<file path="src/rtl/router_fsm_if.sv">
// Handshake bundle between the packet router datapath and its control FSM.
// ROUTER_FSM_DROP_CNT_EN adds the drop_cnt status output.
interface router_fsm_if;
  logic       pkt_valid;
  logic       parity_done;
  logic       low_pkt_valid;
  logic       fifo_full;
  logic [1:0] data_in;
  logic       fifo_empty_0;
  logic       fifo_empty_1;
  logic       fifo_empty_2;
  logic       soft_reset_0;
  logic       soft_reset_1;
  logic       soft_reset_2;
  logic       detect_add;
  logic       lfd_state;
  logic       ld_state;
  logic       laf_state;
  logic       full_state;
  logic       write_enb_reg;
  logic       rst_int_reg;
  logic       busy;
`ifdef ROUTER_FSM_DROP_CNT_EN
  logic [7:0] drop_cnt;
`endif

  modport master (
    output pkt_valid, parity_done, low_pkt_valid, fifo_full, data_in,
    output fifo_empty_0, fifo_empty_1, fifo_empty_2,
    output soft_reset_0, soft_reset_1, soft_reset_2,
`ifdef ROUTER_FSM_DROP_CNT_EN
    input  drop_cnt,
`endif
    input  detect_add, lfd_state, ld_state, laf_state, full_state,
    input  write_enb_reg, rst_int_reg, busy
  );

  modport slave (
    input  pkt_valid, parity_done, low_pkt_valid, fifo_full, data_in,
    input  fifo_empty_0, fifo_empty_1, fifo_empty_2,
    input  soft_reset_0, soft_reset_1, soft_reset_2,
`ifdef ROUTER_FSM_DROP_CNT_EN
    output drop_cnt,
`endif
    output detect_add, lfd_state, ld_state, laf_state, full_state,
    output write_enb_reg, rst_int_reg, busy
  );
endinterface

</file>
<file path="src/rtl/router_fsm.sv">
// Packet router control FSM: header decode, payload load, full handling, parity.
// ROUTER_FSM_DROP_CNT_EN adds a saturating count of soft-reset aborts.
//
// state | meaning
// DA    | decode header address, wait for a valid packet
// LFD   | write header byte
// LD    | write payload bytes
// LP    | write parity byte
// FFS   | addressed FIFO full, stall
// LAF   | resume after full
// WTE   | addressed FIFO not yet empty, wait
// CPE   | check parity, pulse internal reset
module router_fsm (
  input  logic       clock,
  input  logic       reset,
  router_fsm_if.slave rif
);

  typedef enum logic [2:0] {
    DA  = 3'd0,
    LFD = 3'd1,
    LD  = 3'd2,
    LP  = 3'd3,
    FFS = 3'd4,
    LAF = 3'd5,
    WTE = 3'd6,
    CPE = 3'd7
  } state_t;

  state_t     state_q, state_d;
  logic [1:0] addr_q;
  logic       addr_load;
  logic       empty_in, empty_addr, soft_hit;
  logic [7:0] out_vec;

  // Empty flag selected by the incoming header, and empty/soft reset by the latched address.
  always_comb begin
    empty_in   = 1'b0;
    empty_addr = 1'b0;
    soft_hit   = 1'b0;
    case (rif.data_in)
      2'd0:    empty_in = rif.fifo_empty_0;
      2'd1:    empty_in = rif.fifo_empty_1;
      2'd2:    empty_in = rif.fifo_empty_2;
      default: empty_in = 1'b0;
    endcase
    case (addr_q)
      2'd0:    begin empty_addr = rif.fifo_empty_0; soft_hit = rif.soft_reset_0; end
      2'd1:    begin empty_addr = rif.fifo_empty_1; soft_hit = rif.soft_reset_1; end
      2'd2:    begin empty_addr = rif.fifo_empty_2; soft_hit = rif.soft_reset_2; end
      default: begin empty_addr = 1'b0;             soft_hit = 1'b0;             end
    endcase
  end

  always_comb begin
    state_d   = state_q;
    addr_load = 1'b0;
    case (state_q)
      DA: begin
        if (rif.pkt_valid && (rif.data_in != 2'd3)) begin
          addr_load = 1'b1;
          state_d   = empty_in ? LFD : WTE;
        end
      end
      LFD: state_d = LD;
      LD: begin
        if (rif.fifo_full)       state_d = FFS;
        else if (!rif.pkt_valid) state_d = LP;
      end
      FFS: if (!rif.fifo_full) state_d = LAF;
      LAF: begin
        if (rif.parity_done)        state_d = DA;
        else if (rif.low_pkt_valid) state_d = LP;
        else                        state_d = LD;
      end
      LP:  state_d = CPE;
      CPE: state_d = rif.fifo_full ? FFS : DA;
      WTE: if (empty_addr) state_d = LFD;
      default: state_d = DA;
    endcase
    // An abort from the addressed FIFO wins over every other transition.
    if ((state_q != DA) && soft_hit) state_d = DA;
  end

  always_ff @(posedge clock or posedge reset) begin
    if (reset) begin
      state_q <= DA;
      addr_q  <= 2'd0;
    end else begin
      state_q <= state_d;
      if (addr_load) addr_q <= rif.data_in;
    end
  end

  // out_vec = {detect_add, lfd, ld, laf, full, write_enb, rst_int, busy}
  always_comb begin
    out_vec = 8'b0000_0000;
    case (state_q)
      DA:      out_vec = 8'b1000_0000;
      LFD:     out_vec = 8'b0100_0101;
      LD:      out_vec = 8'b0010_0100;
      LP:      out_vec = 8'b0000_0101;
      FFS:     out_vec = 8'b0000_1001;
      LAF:     out_vec = 8'b0001_0101;
      WTE:     out_vec = 8'b0000_0001;
      CPE:     out_vec = 8'b0000_0011;
      default: out_vec = 8'b0000_0000;
    endcase
  end

  assign rif.detect_add    = out_vec[7];
  assign rif.lfd_state     = out_vec[6];
  assign rif.ld_state      = out_vec[5];
  assign rif.laf_state     = out_vec[4];
  assign rif.full_state    = out_vec[3];
  assign rif.write_enb_reg = out_vec[2];
  assign rif.rst_int_reg   = out_vec[1];
  assign rif.busy          = out_vec[0];

`ifdef ROUTER_FSM_DROP_CNT_EN
  logic [7:0] drop_cnt_q;

  always_ff @(posedge clock or posedge reset) begin
    if (reset) begin
      drop_cnt_q <= 8'd0;
    end else if ((state_q != DA) && soft_hit && (drop_cnt_q != 8'hff)) begin
      drop_cnt_q <= drop_cnt_q + 8'd1;
    end
  end

  assign rif.drop_cnt = drop_cnt_q;
`endif

endmodule

</file>
<file path="src/flat_wrapper.sv">
// flat-port wrapper written by rule: the top's interface ports become plain ports
module router_fsm_flat 
  (clock, reset, rif_pkt_valid, rif_parity_done, rif_low_pkt_valid, rif_fifo_full, rif_data_in, rif_fifo_empty_0, rif_fifo_empty_1, rif_fifo_empty_2, rif_soft_reset_0, rif_soft_reset_1, rif_soft_reset_2, rif_detect_add, rif_lfd_state, rif_ld_state, rif_laf_state, rif_full_state, rif_write_enb_reg, rif_rst_int_reg, rif_busy);
  router_fsm_if rif_i ();
  input  logic clock;
  input  logic reset;
  input wire logic [$bits(rif_i.pkt_valid)-1:0] rif_pkt_valid;
  input wire logic [$bits(rif_i.parity_done)-1:0] rif_parity_done;
  input wire logic [$bits(rif_i.low_pkt_valid)-1:0] rif_low_pkt_valid;
  input wire logic [$bits(rif_i.fifo_full)-1:0] rif_fifo_full;
  input wire logic [$bits(rif_i.data_in)-1:0] rif_data_in;
  input wire logic [$bits(rif_i.fifo_empty_0)-1:0] rif_fifo_empty_0;
  input wire logic [$bits(rif_i.fifo_empty_1)-1:0] rif_fifo_empty_1;
  input wire logic [$bits(rif_i.fifo_empty_2)-1:0] rif_fifo_empty_2;
  input wire logic [$bits(rif_i.soft_reset_0)-1:0] rif_soft_reset_0;
  input wire logic [$bits(rif_i.soft_reset_1)-1:0] rif_soft_reset_1;
  input wire logic [$bits(rif_i.soft_reset_2)-1:0] rif_soft_reset_2;
  output wire logic [$bits(rif_i.detect_add)-1:0] rif_detect_add;
  output wire logic [$bits(rif_i.lfd_state)-1:0] rif_lfd_state;
  output wire logic [$bits(rif_i.ld_state)-1:0] rif_ld_state;
  output wire logic [$bits(rif_i.laf_state)-1:0] rif_laf_state;
  output wire logic [$bits(rif_i.full_state)-1:0] rif_full_state;
  output wire logic [$bits(rif_i.write_enb_reg)-1:0] rif_write_enb_reg;
  output wire logic [$bits(rif_i.rst_int_reg)-1:0] rif_rst_int_reg;
  output wire logic [$bits(rif_i.busy)-1:0] rif_busy;
  assign rif_i.pkt_valid = rif_pkt_valid;
  assign rif_i.parity_done = rif_parity_done;
  assign rif_i.low_pkt_valid = rif_low_pkt_valid;
  assign rif_i.fifo_full = rif_fifo_full;
  assign rif_i.data_in = rif_data_in;
  assign rif_i.fifo_empty_0 = rif_fifo_empty_0;
  assign rif_i.fifo_empty_1 = rif_fifo_empty_1;
  assign rif_i.fifo_empty_2 = rif_fifo_empty_2;
  assign rif_i.soft_reset_0 = rif_soft_reset_0;
  assign rif_i.soft_reset_1 = rif_soft_reset_1;
  assign rif_i.soft_reset_2 = rif_soft_reset_2;
  assign rif_detect_add = rif_i.detect_add;
  assign rif_lfd_state = rif_i.lfd_state;
  assign rif_ld_state = rif_i.ld_state;
  assign rif_laf_state = rif_i.laf_state;
  assign rif_full_state = rif_i.full_state;
  assign rif_write_enb_reg = rif_i.write_enb_reg;
  assign rif_rst_int_reg = rif_i.rst_int_reg;
  assign rif_busy = rif_i.busy;
  router_fsm u_core (.clock(clock), .reset(reset), .rif(rif_i));
endmodule
</file>
<file path="config.mk">
export PLATFORM = sky130hd
export DESIGN_NAME = router_fsm_flat
export DESIGN_NICKNAME = d
export VERILOG_FILES = /design/src/rtl/router_fsm_if.sv /design/src/rtl/router_fsm.sv /design/src/flat_wrapper.sv
export SDC_FILE = /design/constraint.sdc
export NUM_CORES = 1
export LEC_CHECK = 0
export BUFFER_PORTS_ARGS = -buffer_cell sky130_fd_sc_hd__clkbuf_2
export CORE_AREA = 5 5 42 44
export CTS_CLUSTER_DIAMETER = 40
export CTS_CLUSTER_SIZE = 10
export DETAILED_ROUTE_END_ITERATION = 8
export DIE_AREA = 0 0 47 49
export HOLD_SLACK_MARGIN = 0.15
export PLACE_DENSITY = 0.72
export SLEW_MARGIN = 0
export SYNTH_ARGS = -nofsm -noshare
export SYNTH_HDL_FRONTEND = slang
export SYNTH_SLANG_ARGS = --single-unit
export TNS_END_PERCENT = 5
</file>
<file path="constraint.sdc">
create_clock -name clock -period 3.5 [get_ports clock]
set_input_delay 0.525 -clock clock [delete_from_list [all_inputs] [get_ports clock]]
set_output_delay 0.525 -clock clock [all_outputs]
set_load 0.05 [all_outputs]
</file>
==> key figures <==
Worst setup path
  • Slowest CP cell: dfrtp_1
  • CP endpoint kind: output pin
  • Worst setup path class: reg -> out
  • Critical-path maximum fanout: 14
  • Delay-heaviest family, CP: flip-flops
  • Worst endpoint required time: 2.97 ns
  • Crit start category: flop
  • CP Buf/Inv Count: 1
  • Crit path cell chain: or2_2, nor2_1, clkbuf_2
  • Crit path arrival time: 1.60 ns
  • Crit path largest cell delay: 0.54 ns

Clock network
  • Clock Tree Buf Depth: 2
  • Post-CTS setup buffer count: 0
  • Clock-pin slew on the worst setup and hold paths: 0.04 ns
  • CTS root buf: clkbuf_4
  • Num CTS Buffers: 3
  • Worst-Skew Late Latency: 0.24 ns
  • CTS tree: done
  • Clock sinks: 5
  • CTS H-tree lvls: 1

Final layout
  • Most common cell after layout, fill and taps aside: clkbuf_2
  • Layout Utilization: 0.461
  • Most frequent cells in the layout: clkbuf_2, nor2_1, o21ai_0, dfrtp_1, nand2_1
  • Design Area, Final: 646 sq um
  • Area Overhead vs Synth: 25.5%
  • N_diodes: 0
  • Nets: 96
  • Fraction of layout cells with a size suffix above 1: 0.432

Floorplan
  • Chip width: 47 microns
  • Core Area: 1400 sq um
  • Initial Util: 0.367
  • I/O pin count: 22
  • Die H: 49 microns
  • Die area: 2300 sq um
  • Row cnt: 14

Timing
  • Post-route setup slack: 1.37 ns
  • Slew Viols, Final: 0
  • RSZ-0062 raised after global routing: false
  • Final setup viols: 0
  • Fmax: 470 MHz
  • Clock skew: 0.00150 ns
  • Worst Max-Slew Pin Slew: 0.473 ns
  • Final hold vios: 0
  • Relative slew slack: 0.685
  • TNS Setup: 0 ns
  • Final Cycle Share: 0.608
  • Tmin final: 2.13 ns

Placement
  • GPL Wtd Cong: 0.680
  • HPWL Detailed: 928 microns
  • Port bufs: 21
  • Placement Setup Slack: 1.61 ns
  • Placement Cell Area: 609 sq um

Drt
  • Vias: 499
  • Router iterations before antenna repair: 3
  • Vias per inst: 5.14
  • Final ANT Viol Nets: 0
  • Avg WL per Cell: 11.5 microns
  • DRC: 0
  • Initial DRC count: 3
  • Total wire length: 1.11 mm

Synthesis
  • Ys async rst share: 1.00
  • Main synth FF type: dfrtp_1
  • Synth Area in XOR/XNOR: 0
  • Synth Area in Simple Gates: 0.331
  • Post-synthesis compound-gate area fraction: 0.265
  • Cells after Synth: 58
  • YS warnings: 0
  • Mux cell area share after synthesis: 0.0584
  • Post-Synth Adder-Cell Area: 0.0219
  • Number of synthesized register bits: 5
  • Sequential element share of the synthesized area: 0.243
  • Largest family of logic cells by synthesized area: simple AND/OR/NAND/NOR gates
  • Synthesized Nets: 72
  • Avg Cell Area, Syn: 8.87 sq um
  • Synth cell types: 30
  • Largest area contributor in the netlist: dfrtp_1
  • Top-area cell type share of the netlist area: 0.243
  • Number of synthesized flops with an enable pin: 0
  • Synth top area cells: dfrtp_1, mux2i_1, o41ai_4, nor2_1, o21ai_0
  • Cell area after synthesis: 514 sq um

Global routing
  • Initial antenna violation count: 0
  • Most Crowded Layer GR: met2
  • Met2 GRT Util: 0.167
  • First-pass GRT wire length: 1.84 mm
  • Largest net degree at the start of global routing: 15
  • Total grt overflow: 0
  • Gr usage total: 0.108
  • Met3 usage: 0.0221
  • Vias in the first global route: 457
  • GR Util met1: 0.128

Hold path
  • Hold Crit Class: reg -> reg

Power
  • Peak VDD IR: 0.453 mV
  • P per Cell Area: 918 nW/um^2
  • Pwr Total: 0.592 mW
  • Leak: 0.321 nW

Run
  • Max Cap Viol: 0

Run status
  • Status: complete, no violations
## per-stage QoR
| stage | hold WS, ns | instances |
|---|---|---|
| 2_1_floorplan | 0.304 | 58 |
| 3_3_place_gp | 0.399 | 92 |
| 3_5_place_dp | 0.405 | 92 |
| 4_1_cts | 0.597 | 97 |
| 5_1_grt | 0.605 | 97 |
| 6_report | 0.590 | 97 |
## final timing paths
kind,endpoint,slack (ns),start,depth (start not counted)
worst max register to register,u_core.state_q[2]$_DFFE_PP0P_,1.95,u_core.state_q[2]$_DFFE_PP0P_,4
worst min register to register,u_core.addr_q[0]$_DFFE_PP0P_,0.59,u_core.addr_q[0]$_DFFE_PP0P_,1
worst min-delay path,u_core.addr_q[0]$_DFFE_PP0P_,0.59,u_core.addr_q[0]$_DFFE_PP0P_,1
max in group asynchronous,u_core.addr_q[1]$_DFFE_PP0P_,2.63,reset,3
worst max-delay path,rif_full_state,1.37,u_core.state_q[0]$_DFFE_PP0P_,3
min in group asynchronous,u_core.state_q[2]$_DFFE_PP0P_,0.70,reset,3
## per-layer routing
metal  wire length (microns)  part of all wire
met1                     487              0.44
met2                     586              0.53
met3                      31             0.028
met4                       8            0.0072
met5                       0                 0
## flip-flops by register name (all words and copies together), names as in the netlist
| register | count |
|---|---|
| u_core.state_q | 3 |
| u_core.addr_q | 2 |
## final cells by class
class / instances / area (sq um)
inverter: 3 / 11.3
multi-input combinational: 47 / 348
fill: 154 / 756
clock buffer: 4 / 26.3
tap: 16 / 20.0
timing repair buffer: 22 / 115
sequential: 5 / 125
## logic make-up after synthesis
logic type	Yosys count
compound gates	15
fa+ha+maj	1
buf+inv	6
flops	5
mux	3
simple gates	28
## power breakdown
part	leakage, nW	total [mW]	internal [mW]	switching (mW)
clock network	0.0150	0.0635	0.0429	0.0206
logic	0.243	0.383	0.142	0.241
registers	0.0628	0.146	0.0835	0.0621
total	0.321	0.592	0.268	0.324
## synth_stat cells, drive strengths merged (2+ instances only)
| cell type | count |
|---|---|
| dfrtp | 5 |
| buf | 3 |
| nor3b | 2 |
| inv | 3 |
| nand2 | 5 |
| nand3b | 3 |
| nor2 | 7 |
| or2 | 3 |
| nand3 | 2 |
| o21ai | 5 |
| and3 | 3 |
| mux2i | 3 |
| o22a | 2 |
| a21oi | 2 |
## timing repair
action | CTS | global route
endpoints found under the setup margin | 0 | 0
gates resized for setup | 0 | 0
endpoints found under the hold margin | 3 | 0
hold buffers | 1 | 0
(Power assumes the default switching activity.)
